File: config.mk
export PLATFORM = sky130hd
export DESIGN_NAME = hsem_lock_arb
export DESIGN_NICKNAME = d
export VERILOG_FILES = /design/src/rtl/hsem_lock_arb.sv
export SDC_FILE = /design/constraint.sdc
export NUM_CORES = 1
export LEC_CHECK = 0
export ABC_CLOCK_PERIOD_IN_PS = 2460
export CORE_AREA = 2 2 137 72
export CTS_BUF_LIST = sky130_fd_sc_hd__clkbuf_8 sky130_fd_sc_hd__clkbuf_16
export DETAILED_ROUTE_END_ITERATION = 8
export DIE_AREA = 0 0 139 74
export PLACE_DENSITY = 0.78
export SYNTH_ARGS = -nofsm -noshare
export SYNTH_HDL_FRONTEND = slang
export SYNTH_SLANG_ARGS = --single-unit
File: constraint.sdc
create_clock -name hclk -period 2.46 [get_ports hclk]
set_input_delay 0.492 -clock hclk [delete_from_list [all_inputs] [get_ports hclk]]
set_output_delay 0.492 -clock hclk [all_outputs]
set_load 0.1 [all_outputs]
File: src/rtl/hsem_lock_arb.sv
// HSEM semaphore lock table with a round-robin two-core LOCK/UNLOCK arbiter.
// Each operation takes three cycles: accept (IDLE), table update (EXEC), response (RESP).
module hsem_lock_arb #(
  parameter int unsigned NUM_SEM      = 8,
  parameter int unsigned ID_WIDTH     = 5,
  parameter int unsigned SEMERR_WIDTH = 32
) (
  input  logic                    hclk,
  input  logic                    hreset,
  input  logic                    req_vld_0,
  input  logic                    req_op_0,
  input  logic [ID_WIDTH-1:0]     req_id_0,
  output logic                    req_rdy_0,
  output logic                    resp_vld_0,
  output logic                    resp_ok_0,
  output logic [SEMERR_WIDTH-1:0] semerr_0,
  output logic                    free_ntf_0,
  input  logic                    req_vld_1,
  input  logic                    req_op_1,
  input  logic [ID_WIDTH-1:0]     req_id_1,
  output logic                    req_rdy_1,
  output logic                    resp_vld_1,
  output logic                    resp_ok_1,
  output logic [SEMERR_WIDTH-1:0] semerr_1,
  output logic                    free_ntf_1,
  input  logic                    rel_all_0,
  input  logic                    rel_all_1,
  output logic [NUM_SEM-1:0]      sem_lock,
  output logic [NUM_SEM-1:0]      sem_owner
);

  typedef enum logic [1:0] {StIdle, StExec, StResp} state_e;

  state_e                r_state, w_state_nxt;
  logic                  r_last_grant;
  logic                  r_core;
  logic                  r_op;
  logic [ID_WIDTH-1:0]   r_id;
  logic [NUM_SEM-1:0]    r_lock, r_owner, r_wait0, r_wait1;
  logic [NUM_SEM-1:0]    w_lock_nxt, w_owner_nxt, w_wait0_nxt, w_wait1_nxt;
  logic                  r_ok, w_ok_nxt;
  logic [1:0]            r_err, w_err_nxt;
  logic                  r_ntf0, r_ntf1, w_ntf0_nxt, w_ntf1_nxt;

  logic                  w_rel_any;
  logic                  w_gnt;
  logic                  w_gnt_core;
  logic [NUM_SEM-1:0]    w_rel0_mask, w_rel1_mask;
  logic                  w_id_ok;
  logic [NUM_SEM-1:0]    w_oh;
  logic                  w_held;
  logic                  w_owner_bit;
  logic                  w_self;

  // Release requests pre-empt arbitration; on a tie the core not granted last wins.
  assign w_rel_any  = rel_all_0 | rel_all_1;
  assign w_gnt_core = (req_vld_0 & req_vld_1) ? ~r_last_grant : req_vld_1;
  assign w_gnt      = (r_state == StIdle) & ~w_rel_any & (req_vld_0 | req_vld_1);

  assign w_rel0_mask = rel_all_0 ? (r_lock & ~r_owner) : '0;
  assign w_rel1_mask = rel_all_1 ? (r_lock & r_owner) : '0;

  assign w_id_ok     = 32'(r_id) < NUM_SEM;
  assign w_oh        = w_id_ok ? ({{(NUM_SEM-1){1'b0}}, 1'b1} << r_id) : '0;
  assign w_held      = |(r_lock & w_oh);
  assign w_owner_bit = |(r_owner & w_oh);
  assign w_self      = w_held & (w_owner_bit == r_core);

  always_ff @(posedge hclk or posedge hreset) begin
    if (hreset) begin
      r_state <= StIdle;
    end else begin
      r_state <= w_state_nxt;
    end
  end

  always_comb begin
    w_state_nxt = r_state;
    unique case (r_state)
      StIdle:  if (w_gnt) w_state_nxt = StExec;
      StExec:  w_state_nxt = StResp;
      StResp:  w_state_nxt = StIdle;
      default: w_state_nxt = StIdle;
    endcase
  end

  always_comb begin
    req_rdy_0  = w_gnt & ~w_gnt_core;
    req_rdy_1  = w_gnt & w_gnt_core;
    resp_vld_0 = (r_state == StResp) & ~r_core;
    resp_vld_1 = (r_state == StResp) & r_core;
    resp_ok_0  = resp_vld_0 & r_ok;
    resp_ok_1  = resp_vld_1 & r_ok;
    semerr_0   = resp_vld_0 ? SEMERR_WIDTH'(r_err) : '0;
    semerr_1   = resp_vld_1 ? SEMERR_WIDTH'(r_err) : '0;
    free_ntf_0 = r_ntf0;
    free_ntf_1 = r_ntf1;
    sem_lock   = r_lock;
    sem_owner  = r_owner;
  end

  always_ff @(posedge hclk or posedge hreset) begin
    if (hreset) begin
      r_last_grant <= 1'b1;
      r_core       <= 1'b0;
      r_op         <= 1'b0;
      r_id         <= '0;
    end else if (w_gnt) begin
      r_last_grant <= w_gnt_core;
      r_core       <= w_gnt_core;
      r_op         <= w_gnt_core ? req_op_1 : req_op_0;
      r_id         <= w_gnt_core ? req_id_1 : req_id_0;
    end
  end

  always_comb begin
    w_lock_nxt  = r_lock;
    w_owner_nxt = r_owner;
    w_wait0_nxt = r_wait0;
    w_wait1_nxt = r_wait1;
    w_ok_nxt    = r_ok;
    w_err_nxt   = r_err;
    w_ntf0_nxt  = 1'b0;
    w_ntf1_nxt  = 1'b0;
    if (r_state == StIdle) begin
      // A waiter on the other core is told its semaphore came free.
      w_lock_nxt  = r_lock & ~(w_rel0_mask | w_rel1_mask);
      w_owner_nxt = r_owner & ~w_rel1_mask;
      w_ntf0_nxt  = |(w_rel1_mask & r_wait0);
      w_ntf1_nxt  = |(w_rel0_mask & r_wait1);
      w_wait0_nxt = r_wait0 & ~w_rel1_mask;
      w_wait1_nxt = r_wait1 & ~w_rel0_mask;
    end else if (r_state == StExec) begin
      w_ok_nxt  = 1'b0;
      w_err_nxt = 2'd0;
      if (!w_id_ok) begin
        w_err_nxt = 2'd1;
      end else if (r_op) begin
        if (!w_held) begin
          w_lock_nxt  = r_lock | w_oh;
          w_owner_nxt = r_core ? (r_owner | w_oh) : (r_owner & ~w_oh);
          w_ok_nxt    = 1'b1;
          if (r_core) w_wait1_nxt = r_wait1 & ~w_oh;
          else        w_wait0_nxt = r_wait0 & ~w_oh;
        end else if (w_self) begin
          w_err_nxt = 2'd3;
        end else if (r_core) begin
          w_wait1_nxt = r_wait1 | w_oh;
        end else begin
          w_wait0_nxt = r_wait0 | w_oh;
        end
      end else if (w_self) begin
        w_lock_nxt  = r_lock & ~w_oh;
        w_owner_nxt = r_owner & ~w_oh;
        w_ok_nxt    = 1'b1;
        if (r_core) begin
          w_ntf0_nxt  = |(r_wait0 & w_oh);
          w_wait0_nxt = r_wait0 & ~w_oh;
        end else begin
          w_ntf1_nxt  = |(r_wait1 & w_oh);
          w_wait1_nxt = r_wait1 & ~w_oh;
        end
      end else begin
        w_err_nxt = 2'd2;
      end
    end
  end

  always_ff @(posedge hclk or posedge hreset) begin
    if (hreset) begin
      r_lock  <= '0;
      r_owner <= '0;
      r_wait0 <= '0;
      r_wait1 <= '0;
      r_ok    <= 1'b0;
      r_err   <= 2'd0;
      r_ntf0  <= 1'b0;
      r_ntf1  <= 1'b0;
    end else begin
      r_lock  <= w_lock_nxt;
      r_owner <= w_owner_nxt;
      r_wait0 <= w_wait0_nxt;
      r_wait1 <= w_wait1_nxt;
      r_ok    <= w_ok_nxt;
      r_err   <= w_err_nxt;
      r_ntf0  <= w_ntf0_nxt;
      r_ntf1  <= w_ntf1_nxt;
    end
  end

endmodule

* Word-level counts from Yosys, hierarchy flattened
Cells that the tools add are included.
** Word-level totals
- Register bits :: 47
- Input port bits :: 18
- Output and inout port bits :: 88
** Cells by class
- Magnitude comparators :: 1
- Equal/unequal tests :: 10
- Shift operators :: 1
- Mux-type cells :: 64
- Bitwise gates (word level) :: 43
- Reduce and logical (&&, ||, !) cells :: 16
** Operators with widths (number)
- $mux W8 :: 36
- $and A8 B8 Y8 :: 16
- $reduce_or A8 Y1 :: 6
- $not A8 Y8 :: 5
- $or A8 B8 Y8 :: 5
- $mux W1 :: 18
- $mux W2 :: 8
- $reduce_and A7 Y1 :: 2
- $and A1 B1 Y1 :: 10
- $reduce_bool A3 Y1 :: 3
- $ne A4 B2 Y1 const B :: 2
- $shl A1 B5 Y8 const A :: 1
- $ne A3 B1 Y1 const B :: 2
- $lt A5 B4 Y1 const B :: 1
- $mux W5 :: 1
- $not A1 Y1 :: 5
- $ne A4 B3 Y1 const B :: 1
- $pmux W2 S2 :: 1
- $reduce_and A4 Y1 :: 1
- $reduce_bool A2 Y1 :: 2
- $ne A3 B2 Y1 const B :: 1
- $eq A2 B1 Y1 const B :: 1
- $eq A2 B2 Y1 const B :: 1
- $logic_not A2 Y1 :: 1
- other kinds (4) :: 5

* Longest topological paths before layout
Gate-level depths: netlist of run 1.
- Word-level depth :: 12
- Mapped depth :: 10
- Depth with buffers taken out :: 7

* Worst setup path after synthesis of run 1
No wires, ideal clock.
- Path type :: register -> output
- Start point :: reg r_core
- End point :: out resp_ok_0
- Arrival :: 4.011 ns
- Required time :: 1.968 ns
- Slack :: -2.043 ns
- Stages on the path, launching flop included :: 5
- Path buffers :: 2
- Cell sequence :: dfrtp_1 > buf_2 > clkbuf_1 > nor3b_1 > and2_1
** Between the ends
- Cells in the longest elaborated chain, start to end :: 3
** RTL lines
- from (decl) :: line 36 : logic r_core;
- from (signal assigned) :: line 110 : r_core <= w_gnt_core;
- $not A1 Y1 :: line 90 : resp_vld_0 = (r_state == StResp) & ~r_core;
- $and A1 B1 Y1 :: line 90
- via resp_vld_0 :: line 14 : output logic resp_vld_0,
- $and A1 B1 Y1 :: line 92 : resp_ok_0 = resp_vld_0 & r_ok;
- to (decl) :: line 15 : output logic resp_ok_0,
The timed path passes the listed nets, and every way through them passes these cells.

==> results.cfg, run 1 <==
[timing]
fin_ws_ns = -0.0557
period_share = 1.02
hold_viol_final = 0
slew_viol_final = 0
fmax_mhz = 398
slew_headroom = 0.518
finalClockSkew_ns = 0.00964
setup_violations = 11
tightest_slew_ns = 0.720
fin_crit_ns = 2.52
hold_ws_ns = 0.473
rsz0062_at_grt = yes

[global_route]
grt_pass1_vias = 3831
grt_antenna_before_repair = 0
grt_use_met3 = 0.124
top_usage_layer = met1
grt_max_degree = 26
gr-usage-met2 = 0.405
grt_pass1_wl_um = 22400
met1_usage = 0.417
grtUsageTotal = 0.291
overflow = 0

[routing]
viasPerCell = 5.93
ant_nets = 0
wirelength_um = 15200
first_iter_violations = 442
vias = 4156
firstDrtPassIters = 7
remaining_drc_errors = 0
wl_per_cell_um = 21.7

[floorplan]
initial_core_util = 0.419
dieArea_um2 = 10300
die_width_um = 139
die-height_um = 74
boundaryPins = 106
core_area_um2 = 9130
rows = 25

[synth]
yosys_warnings = 0
avgSynthCellArea_um2 = 8.13
yosys.area.top_type = dfrtp_1
synth_edf_count = 0
synth-seq-area-share = 0.307
yosys.cell_types.count = 69
synthTopCellsByCount = buf_4, nand2_1, dfrtp_1
ys_seq_elements = 47
synth.most_common_cell = buf_4
syn_inst = 471
yosysTopAreaCellShare = 0.301
ys.flop_type = dfrtp_1
async_flop_share = 1.00
synthesis.area_um2 = 3830
synth.area.top_cells = dfrtp_1, buf_4, nand2_1

[worst_setup_path]
end_kind = register
worstPathMaxFanout = 8
critPathArrivalTime_ns = 2.67
crit_type = reg2reg
reg2regPathDepth = 8
critPathRequiredTime_ns = 2.61
startpoint_type = register

[power]
power.density_nw_per_um2 = 970
p_int_mw = 2.43
ir_worst_vdd_uv = 632
p_leak_nw = 2.28
combPwrFrac = 0.598
clock_power_share = 0.156
p_sw_mw = 2.64
p_seq_frac = 0.246
swShare = 0.521
fin_total_pwr_mw = 5.07

[cts]
clk_latency_ns = 0.30
cts_root_buffer = clkbuf_16
cts_hold_buf = 0
cts_tree = yes
clock_sinks = 47
htree_levels = 2
cts.path.max_buffers = 2
path_clk_slew_ns = 0.07
cts_buffers = 5

[placement]
pre_cts_ws_ns = -0.144
dp_hpwl_um = 11400
place_congestion = 1.01
portBuffers = 45

[worst_hold_path]
hold_path.class = in2async

[cells_and_area]
nets = 597
synthToLayoutAreaGrowth_pct = 36.4
fillCellCount = 841
n_antenna_cell = 0
drive_above_1_share = 0.340

[status]
violations = setup timing
outcome = complete, but fails checks

[run]
maxCapViolations = 0
[per-layer routing]
layer  vias up  share of wire
li1       1823              -
met2       274           0.40
met1      2019           0.45
met3        40           0.13
met5         -              0
met4         0          0.021
[cells by family (layout without fill, tap and decap cells)]
family	Yosys count	count (layout)	synth area share
buffers and inverters	105	155	0.169
DFF	47	47	0.307
other	1	60	0.000979
muxes	15	15	0.0399
and+or+nand+nor	162	162	0.223
AOI/OAI and AO/OA	141	141	0.259
[worst paths after layout]
check	start	end	slack, ns
max	r_id[0]$_DFFE_PP0P_	register	-0.06
min	hreset	asynchronous set/reset pin	0.47
max reg2reg	r_id[0]$_DFFE_PP0P_	register	-0.06
min reg2reg	r_last_grant$_DFFE_PP1P_	r_last_grant$_DFFE_PP1P_	0.51
max in group asynchronous	hreset	asynchronous set/reset pin	1.43
min in group hclk	r_last_grant$_DFFE_PP1P_	r_last_grant$_DFFE_PP1P_	0.51
[area by class of cell]
type / count / area (um^2) / area share
repair buffers: 135 / 1220 / 0.234
well taps: 121 / 151 / 0.0290
flip-flops and latches: 47 / 1210 / 0.232
clock inverters: 3 / 37.5 / 0.00719
inverters: 12 / 45.0 / 0.00862
multi-input cells: 378 / 2430 / 0.464
clock buffers: 5 / 125 / 0.0240
[power by group through the flow]
| stage | clock network, mW | logic, mW | registers, mW |
|---|---|---|---|
| after floorplan | 0 | 1.53 | 1.71 |
| after global placement | 0 | 2.78 | 1.23 |
| after detailed placement | 0 | 2.79 | 1.23 |
| after CTS | 0.798 | 2.88 | 1.22 |
| after global routing | 0.836 | 3.14 | 1.26 |
| final | 0.791 | 3.03 | 1.25 |
[per-stage QoR]
stage	instances	util	area, um^2	setup TNS [ns]
final	701	0.572	5220	-0.285
after global routing	701	0.572	5220	-2.07
after CTS	696	0.556	5080	-0.130
after detailed placement	679	0.522	4770	-1.13
after global placement	679	0.522	4770	-0.330
after floorplan	530	-	4150	-0.737
[critical path, cell delays in order, from the launching register on]
cell	delay (ns)
dfrtp_2	0.49
or4_4	0.55
o22ai_2	0.25
o21ai_2	0.12
a221oi_4	0.34
a211oi_2	0.13
buf_4	0.19
nor3_1	0.21
a41oi_1	0.08
[layout by cell type (no fill, tap or decap), types with 10 or more instances in the layout]
master | synthesis | routed
o21ai_0 | 28 | 28
dfrtp_1 | 46 | 27
a22oi_1 | 10 | 10
clkdlybuf4s50_1 | 0 | 17
inv_1 | 11 | 12
a21oi_1 | 25 | 21
nand3_1 | 14 | 14
nand2_1 | 48 | 47
buf_12 | 0 | 12
conb_1 | 1 | 60
buf_4 | 62 | 101
nor3_1 | 16 | 14
mux2i_1 | 13 | 10
dfrtp_2 | 0 | 14
nor2_1 | 24 | 20
[repair_timing]
action                                 in CTS  in global routing
endpoints found under the hold margin       0                  0
resized for setup                          22                 25
setup endpoints to repair                  20                 32
buffers inserted                            9                  7
cloned                                      0                  0
pin swaps                                  11                 19
(Power assumes the default switching activity.)
==> run 2, diff against run 1 <==
--- a/config.mk
+++ b/config.mk
@@ -11,6 +11,7 @@
 export DETAILED_ROUTE_END_ITERATION = 8
 export DIE_AREA = 0 0 139 74
 export PLACE_DENSITY = 0.78
+export SETUP_SLACK_MARGIN = 0.1
 export SYNTH_ARGS = -nofsm -noshare
 export SYNTH_HDL_FRONTEND = slang
 export SYNTH_SLANG_ARGS = --single-unit
==> results.cfg, run 2 (synthesis gave the netlist of run 1 again) <==
[status]
outcome = complete, but fails checks
violations = setup timing

[worst_setup_path]
critPathRequiredTime_ns = 2.61
path_cells = buf_6, or4b_4, o32ai_4, nor2_2, o21ai_1, a32oi_1, buf_4, o311ai_2, o41ai_2
worstPathMaxFanout = 7
startpoint_type = register
critPathArrivalTime_ns = 2.69
crit_type = reg2reg
end_kind = register
cpPeakStageDelay_ns = 0.54
critPathSlowestCell = or4b_4

[floorplan]
initial_core_util = 0.419
die_width_um = 139
core_area_um2 = 9130
dieArea_um2 = 10300
die-height_um = 74
boundaryPins = 106
rows = 25

[cells_and_area]
mostFrequentLayoutCells = buf_4, conb_1, nand2_1, o21ai_0, dfrtp_1
layout_commonest_cell = buf_4
nets = 591
instances_no_fill = 696
fillCellCount = 803
synthToLayoutAreaGrowth_pct = 38.2
drive_above_1_share = 0.371

[routing]
viasPerCell = 6.11
firstDrtPassIters = 7
wl_per_cell_um = 22.4
wirelength_um = 15600
ant_nets = 0
vias = 4250
first_iter_violations = 566
remaining_drc_errors = 0

[run]
maxCapViolations = 0

[timing]
slew_headroom = 0.304
hold_viol_final = 0
setup_violations = 6
tightest_slew_ns = 1.04
fin_crit_ns = 2.54
slew_viol_final = 0
hold_ws_ns = 0.447
rsz0062_at_grt = yes
finalClockSkew_ns = 0.0113
fmax_mhz = 394
period_share = 1.03
fin_ws_ns = -0.0776

[cts]
cts.path.max_buffers = 2
htree_levels = 2
cts_buffers = 5
clock_sinks = 47
cts_tree = yes
cts_root_buffer = clkbuf_16
path_clk_slew_ns = 0.07
clk_latency_ns = 0.30

[global_route]
grt_antenna_before_repair = 0
gr-usage-met2 = 0.408
overflow = 0
grtUsageTotal = 0.296
grt_max_degree = 26
grt_pass1_vias = 3917
top_usage_layer = met1
grt_pass1_wl_um = 22900
met1_usage = 0.421
grt_use_met3 = 0.135

[power]
p_seq_frac = 0.241
swShare = 0.528
p_sw_mw = 2.78
p_int_mw = 2.49
clock_power_share = 0.158
ir_worst_vdd_uv = 612
p_leak_nw = 2.25
power.density_nw_per_um2 = 995
combPwrFrac = 0.602

[placement]
dp.cells = 668
portBuffers = 45
place_congestion = 1.14
pre_cts_ws_ns = -0.0915
dp_hpwl_um = 11500

[worst_hold_path]
hold_path.class = in2async
==> run 2: power groups by stage <==
stage	clock, mW	sequential [mW]	combinational, mW
finish	0.831	1.27	3.17
global route	0.858	1.28	3.28
CTS	0.832	1.24	2.86
detailed placement	0	1.24	2.78
global placement	0	1.25	2.74
floorplan	0	1.71	1.54
==> run 2: what timing repair did <==
item                       4_1_cts  5_1_grt
setup endpoints to repair       27       36
gates cloned                     0        0
setup buffers                    7       12
hold buffers                     0        0
pin swaps                        5       18
resized for setup               20       51
==> run 2: area by class of cell <==
cell class,count,area (um^2),share of cell area
antenna,1,2.50,0.000473
clock buffer,6,139,0.0262
clock inverter,2,35.0,0.00662
inverter,12,45.0,0.00851
multi-input combinational,378,2530,0.479
sequential,47,1220,0.231
tap,121,151,0.0286
timing repair buffer,129,1160,0.220
==> run 2: final timing paths <==
| path | endpoint | slack (ns) | from | cells after the start |
|---|---|---|---|---|
| min in group hclk | r_last_grant$_DFFE_PP1P_ | 0.52 | r_last_grant$_DFFE_PP1P_ | 1 |
| max reg2reg | register | -0.08 | r_id[1]$_DFFE_PP0P_ | 9 |
| min reg2reg | r_last_grant$_DFFE_PP1P_ | 0.52 | r_last_grant$_DFFE_PP1P_ | 1 |
| max in group asynchronous | r_last_grant$_DFFE_PP1P_ | 1.35 | hreset | 3 |
| min | asynchronous set/reset pin | 0.45 | hreset | 2 |
| max | register | -0.08 | r_id[1]$_DFFE_PP0P_ | 9 |
==> run 2: per-stage QoR <==
stage	power [mW]	cell area, um^2	utilization	setup TNS (ns)
after CTS	4.94	4960	0.543	0
after floorplan	3.25	4160	-	-0.157
final	5.27	5290	0.579	-0.123
after global routing	5.42	5290	0.579	-0.576
after global placement	3.99	4670	0.511	0
after detailed placement	4.02	4670	0.511	-0.262
==> run 2: metal layers <==
metal | up-vias | share of wire
li1 | 1809 | -
met1 | 2034 | 0.41
met2 | 358 | 0.40
met3 | 49 | 0.16
met4 | 0 | 0.024
met5 | - | 0
==> run 2: critical path: cells and delay by family (launching register included) <==
| family | cells | cell delay (ns) |
|---|---|---|
| AO/OA/AOI/OAI | 5 | 0.98 |
| AND/OR/NAND/NOR | 2 | 0.69 |
| buffers and inverters | 2 | 0.31 |
| flip-flops | 1 | 0.41 |
